===== config.mk =====
export PLATFORM = sky130hd
export DESIGN_NAME = pipeline_ctrl
export DESIGN_NICKNAME = d
export VERILOG_FILES = /design/src/rtl/cpu_types_pkg.sv /design/src/rtl/pipeline_ctrl.sv
export SDC_FILE = /design/constraint.sdc
export NUM_CORES = 1
export LEC_CHECK = 0
export CORE_MARGIN = 5
export CORE_UTILIZATION = 27
export CTS_CLUSTER_SIZE = 20
export DETAILED_ROUTE_END_ITERATION = 12
export HOLD_SLACK_MARGIN = 0.15
export PLACE_DENSITY = 0.73
export SYNTH_ARGS = -nofsm -noshare
export SYNTH_HDL_FRONTEND = slang
export SYNTH_SLANG_ARGS = --single-unit

===== constraint.sdc =====
create_clock -name CLK -period 1.57 [get_ports CLK]
set_clock_uncertainty 0.05 [all_clocks]
set_input_delay 0.314 -clock CLK [delete_from_list [all_inputs] [get_ports CLK]]
set_output_delay 0.314 -clock CLK [all_outputs]
set_load 0.01 [all_outputs]

===== src/rtl/cpu_types_pkg.sv =====
// ---------------------------------------------------------------------------
// cpu_types_pkg
// Shared CPU type definitions.
//   pipectrl_state_t : pipeline controller FSM states
//     RUN       - normal issue
//     DWAIT     - pipeline frozen on an outstanding data access
//     FETCHSTOP - halt seen in ID/EX, fetch suppressed while it drains
//     HALT      - halt retired, core frozen until reset
// ---------------------------------------------------------------------------
package cpu_types_pkg;

  typedef enum logic [1:0] {
    RUN       = 2'd0,
    DWAIT     = 2'd1,
    FETCHSTOP = 2'd2,
    HALT      = 2'd3
  } pipectrl_state_t;

  localparam logic [4:0] REG_ZERO = 5'd0;

endpackage


===== src/rtl/pipeline_ctrl.sv =====
// ---------------------------------------------------------------------------
// pipeline_ctrl
// Hazard / stall / flush controller for a 5-stage pipeline.
//
// Optional feature macro: PIPECTRL_PERF_EN (adds stall_cnt / flush_cnt).
//
// Ports:
//   CLK, RST            clock (rising edge), synchronous active-high reset
//   ihit, dhit          instruction fetch / data access completed this cycle
//   xmem_dreq           EX/MEM holds a load or store
//   br_taken            taken branch resolved in MEM
//   idex_memread        ID/EX holds a load
//   idex_rt             destination of the load in ID/EX
//   ifid_rs, ifid_rt    source registers of the instruction in IF/ID
//   idex_halt_in        halt decoded in ID
//   mwb_halt_out        halt reached WB
//   pc_WEN              PC update enable
//   *_WEN / *_flush     per pipeline register enable / flush (flush wins)
//   halted              core halted (sticky until reset)
//   stall_cnt           cycles with PC held (PIPECTRL_PERF_EN only)
//   flush_cnt           taken-branch flush cycles (PIPECTRL_PERF_EN only)
// ---------------------------------------------------------------------------
module pipeline_ctrl
  import cpu_types_pkg::*;
#(
  parameter int CNT_W = 32
) (
  input  logic             CLK,
  input  logic             RST,
  input  logic             ihit,
  input  logic             dhit,
  input  logic             xmem_dreq,
  input  logic             br_taken,
  input  logic             idex_memread,
  input  logic [4:0]       idex_rt,
  input  logic [4:0]       ifid_rs,
  input  logic [4:0]       ifid_rt,
  input  logic             idex_halt_in,
  input  logic             mwb_halt_out,
  output logic             pc_WEN,
  output logic             ifid_WEN,
  output logic             ifid_flush,
  output logic             idex_WEN,
  output logic             idex_flush,
  output logic             xmem_WEN,
  output logic             xmem_flush,
  output logic             mwb_WEN,
  output logic             mwb_flush,
`ifdef PIPECTRL_PERF_EN
  output logic [CNT_W-1:0] stall_cnt,
  output logic [CNT_W-1:0] flush_cnt,
`endif
  output logic             halted
);

  pipectrl_state_t state, state_next;
  logic            ret_fs, ret_fs_next;
  logic            fetch_stopped;
  logic            data_wait;
  logic            load_use;

  // A load in ID/EX whose destination is read by the instruction in IF/ID.
  // Register zero never carries a dependency.
  function automatic logic load_use_hazard(input logic       memread,
                                           input logic [4:0] ld_rt,
                                           input logic [4:0] use_rs,
                                           input logic [4:0] use_rt);
    return memread && (ld_rt != REG_ZERO) &&
           ((ld_rt == use_rs) || (ld_rt == use_rt));
  endfunction

  // DWAIT does not encode where it came from, so ret_fs remembers whether
  // the freeze began in FETCHSTOP; the dhit cycle is then evaluated in that
  // mode. Inside DWAIT only dhit matters, the request is known to be pending.
  assign fetch_stopped = (state == FETCHSTOP) || ((state == DWAIT) && ret_fs);
  assign data_wait     = (state == DWAIT) ? !dhit : (xmem_dreq && !dhit);
  assign load_use      = load_use_hazard(idex_memread, idex_rt, ifid_rs, ifid_rt);
  assign halted        = (state == HALT) && !RST;

  // State register.
  always_ff @(posedge CLK) begin
    if (RST) begin
      state  <= RUN;
      ret_fs <= 1'b0;
    end else begin
      state  <= state_next;
      ret_fs <= ret_fs_next;
    end
  end

  // Priority resolution: halt > data wait > branch > load-use > fetch
  // miss / fetch stop > normal. In FETCHSTOP the IF/ID contents are
  // wrong-path, so IF/ID is flushed even under a load-use hold.
  always_comb begin
    state_next  = state;
    ret_fs_next = ret_fs;
    pc_WEN      = 1'b1;
    ifid_WEN    = 1'b1;
    idex_WEN    = 1'b1;
    xmem_WEN    = 1'b1;
    mwb_WEN     = 1'b1;
    ifid_flush  = 1'b0;
    idex_flush  = 1'b0;
    xmem_flush  = 1'b0;
    mwb_flush   = 1'b0;
    if (RST) begin
      pc_WEN      = 1'b0;
      ifid_WEN    = 1'b0;
      idex_WEN    = 1'b0;
      xmem_WEN    = 1'b0;
      mwb_WEN     = 1'b0;
      ifid_flush  = 1'b1;
      idex_flush  = 1'b1;
      xmem_flush  = 1'b1;
      mwb_flush   = 1'b1;
      state_next  = RUN;
      ret_fs_next = 1'b0;
    end else if ((state == HALT) || mwb_halt_out) begin
      pc_WEN     = 1'b0;
      ifid_WEN   = 1'b0;
      idex_WEN   = 1'b0;
      xmem_WEN   = 1'b0;
      mwb_WEN    = 1'b0;
      state_next = HALT;
    end else if (data_wait) begin
      pc_WEN      = 1'b0;
      ifid_WEN    = 1'b0;
      idex_WEN    = 1'b0;
      xmem_WEN    = 1'b0;
      mwb_WEN     = 1'b0;
      state_next  = DWAIT;
      ret_fs_next = fetch_stopped;
    end else if (br_taken) begin
      // A taken branch also cancels a speculative halt behind it.
      ifid_flush = 1'b1;
      idex_flush = 1'b1;
      xmem_flush = 1'b1;
      state_next = RUN;
    end else if (load_use) begin
      pc_WEN     = 1'b0;
      ifid_WEN   = 1'b0;
      idex_flush = 1'b1;
      ifid_flush = fetch_stopped;
      state_next = fetch_stopped ? FETCHSTOP : RUN;
    end else begin
      if (fetch_stopped || !ihit) begin
        pc_WEN     = 1'b0;
        ifid_flush = 1'b1;
      end
      // The halt only sticks once it has actually moved into ID/EX.
      state_next = (fetch_stopped || idex_halt_in) ? FETCHSTOP : RUN;
    end
  end

`ifdef PIPECTRL_PERF_EN
  localparam logic [CNT_W-1:0] CNT_ONE = {{(CNT_W-1){1'b0}}, 1'b1};

  logic branch_flush;

  assign branch_flush = !RST && (state != HALT) && !mwb_halt_out &&
                        !data_wait && br_taken;

  // Performance counters, wrapping naturally at 2^CNT_W.
  always_ff @(posedge CLK) begin
    if (RST) begin
      stall_cnt <= '0;
      flush_cnt <= '0;
    end else begin
      if (!pc_WEN && (state != HALT)) begin
        stall_cnt <= stall_cnt + CNT_ONE;
      end
      if (branch_flush) begin
        flush_cnt <= flush_cnt + CNT_ONE;
      end
    end
  end
`endif

endmodule


==> impl_metrics.toml <==
[die]
coreArea_um2 = 1330
row_count = 13
die-area_um2 = 2310
start_util = 0.293
die-width_um = 48.0
die_y_um = 48.0
ios = 34

[worst_setup_path]
worstPathCellList = "buf_8, or4_4, o21ai_4, buf_6, o21bai_1, a31oi_1, buf_2"
worstSetupPathType = "in -> out"
cp-start-kind = "primary input"
crit_required_ns = 1.21
worstPathArrival_ns = 1.61
cpPeakStageDelay_ns = 0.54
critical_path.max_fanout = 3
endpoint_kind = "output pin"
critPathSlowestCell = "or4_4"

[global_routing]
grt_max_degree = 7
first_global_vias = 599
antenna_found_initial = 0
grt_usage = 0.160
grt_pass1_wl_mm = 2.57
grt.overflow.total = 0

[power]
finalPower_w = 0.000477
power_density_nw_per_um2 = 471
ir_drop_v = 0.000321
power_leakage_nw = 0.478

[clocking]
htree_levels = 1
cts_buffers = 3
cts_sinks = 3
ctsHoldBuffers = 0
cts-root-buf = "clkbuf_4"
cts_tree = "built"
clk_path_buf_depth = 2
clock_latency_ns = 0.23
path_clk_slew_ns = 0.04

[yosys]
synthArstFlopShare = 0
synth_top_area_frac = 0.224
yosysWarnings = 0
synth_area_leaders = "xor2_1 (22%), dfxtp_1 (15%), nor2_1 (9.6%)"
synth_edf_count = 0
synth-seq-area-share = 0.154
synthCells = 51
syn_avg_cell_area_um2 = 7.65
synth_top_cell_by_area = "xor2_1"
syn_nets = 75
mappedNetlistArea_um2 = 390
synth.distinct_cells = 22
synth-seq-cells = 3
synth-main-ff-cell = "dfxtp_1"

[detailed_routing]
first_pass_iters = 2
vias_per_cell = 4.66
drtAntennaViolNets = 0
drt_wl_total_mm = 1.73
wl_per_cell_um = 13.5
drc = 0
vias = 597
drtIter0Drc = 4

[sta]
slew_viol_final = 0
fin_crit_sh = 1.26
layout_min_cycle_time_ns = 1.97
relSlewSlack = 0.716
setup_violations = 5
fmax_ghz = 0.507
timing.final.ws_setup_ns = -0.402
finalHoldViolCount = 0
rsz0062_at_grt = "yes"
tightest_slew_ns = 0.415

[place]
placed_area_um2 = 883
dp_hpwl_mm = 1.30
io_buffers = 33
gp_congestion = 0.760

[flow_run]
drv_cap = 0

[cells_and_area]
fin_area_um2 = 1010
post_route_cells_drive_above_1_share = 0.637
areaGrowthSynthToFinish_pct = 160
final_cell_mix = "buf_4 (22), buf_2 (14), buf_6 (10), xor2_1 (8), nor2_1 (6)"
fin_nets = 138
final_common_cell = "buf_4"
diodes = 0

[run_status]
violations = "setup timing"
status = "finished with violations"

[min_path]
hp-class = "in -> reg"
==> cells by family after synthesis <==
| kind of cell | count (synthesis) | share of synthesized area |
|---|---|---|
| compound gates | 13 | 0.263 |
| xor+xnor | 10 | 0.224 |
| buf+inv | 3 | 0.0577 |
| flops | 3 | 0.154 |
| mux | 1 | 0.0256 |
| simple gates | 21 | 0.276 |
==> synth_stat cells (2+ instances only) <==
cell / n
nor3_1: 3
xor2_1: 10
buf_4: 3
nor2b_1: 2
o21bai_1: 2
dfxtp_1: 3
a21oi_1: 4
nor2_1: 10
==> path summary, 6_finish.rpt <==
path | slack [ns] | cells past startpoint | endpoint | startpoint
max | -0.40 | 7 | ifid_flush | idex_rt[3]
min | 0.55 | 3 | state[1] | RST
max reg2reg | 0.15 | 5 | state[1] | state[1]
min reg2reg | 0.57 | 3 | ret_fs | ret_fs
==> state kept, by name (all words and copies together), names as in the netlist <==
signal,flops
ret_fs,1
state,2
==> where the power goes <==
group	switching [W]	internal, W	total, W	leakage (nW)
Combinational	0.000105	0.000150	0.000255	0.438
Clock	0.0000379	0.0000951	0.000133	0.0150
Sequential	0.00000776	0.0000819	0.0000896	0.0256
Total	0.000150	0.000327	0.000477	0.478
==> metal layers <==
layer	vias to the layer above	GRT usage	wire [µm]
met5	-	0	0
met3	0	0.0226	73
met1	279	0.199	735
met4	0	0.0645	0
li1	304	-	-
met2	14	0.274	924
==> metrics by stage <==
step	util	cells	setup WS, ns	TNS [ns]	hold WS [ns]
floorplan	-	51	-0.0757	-0.281	0.333
global placement	0.662	117	-1.09	-7.88	0.549
detailed placement	0.662	117	-1.15	-8.17	0.557
CTS	0.720	127	-0.400	-1.44	0.548
global route	0.760	128	-0.467	-1.91	0.566
finish	0.760	128	-0.402	-1.52	0.553
==> repair_timing <==
action                                  CTS  global route
endpoints found under the setup margin   11             9
pin swaps                                22            16
resized for setup                       107            22
setup buffers                             6             2
==> cell type report <==
type | instances | area [µm²]
Multi-Input combinational cell | 45 | 407
Timing Repair Buffer | 61 | 497
Fill cell | 102 | 320
Tap cell | 15 | 18.8
Sequential cell | 3 | 65.1
Clock buffer | 4 | 26.3
==> critical path, delay by kind of cell <==
kind            cells  cell delay (ns)
buf+inv             3             0.37
simple gates        1             0.54
compound gates      3             0.38
No activity file was read; power rests on OpenSTA's default activity.
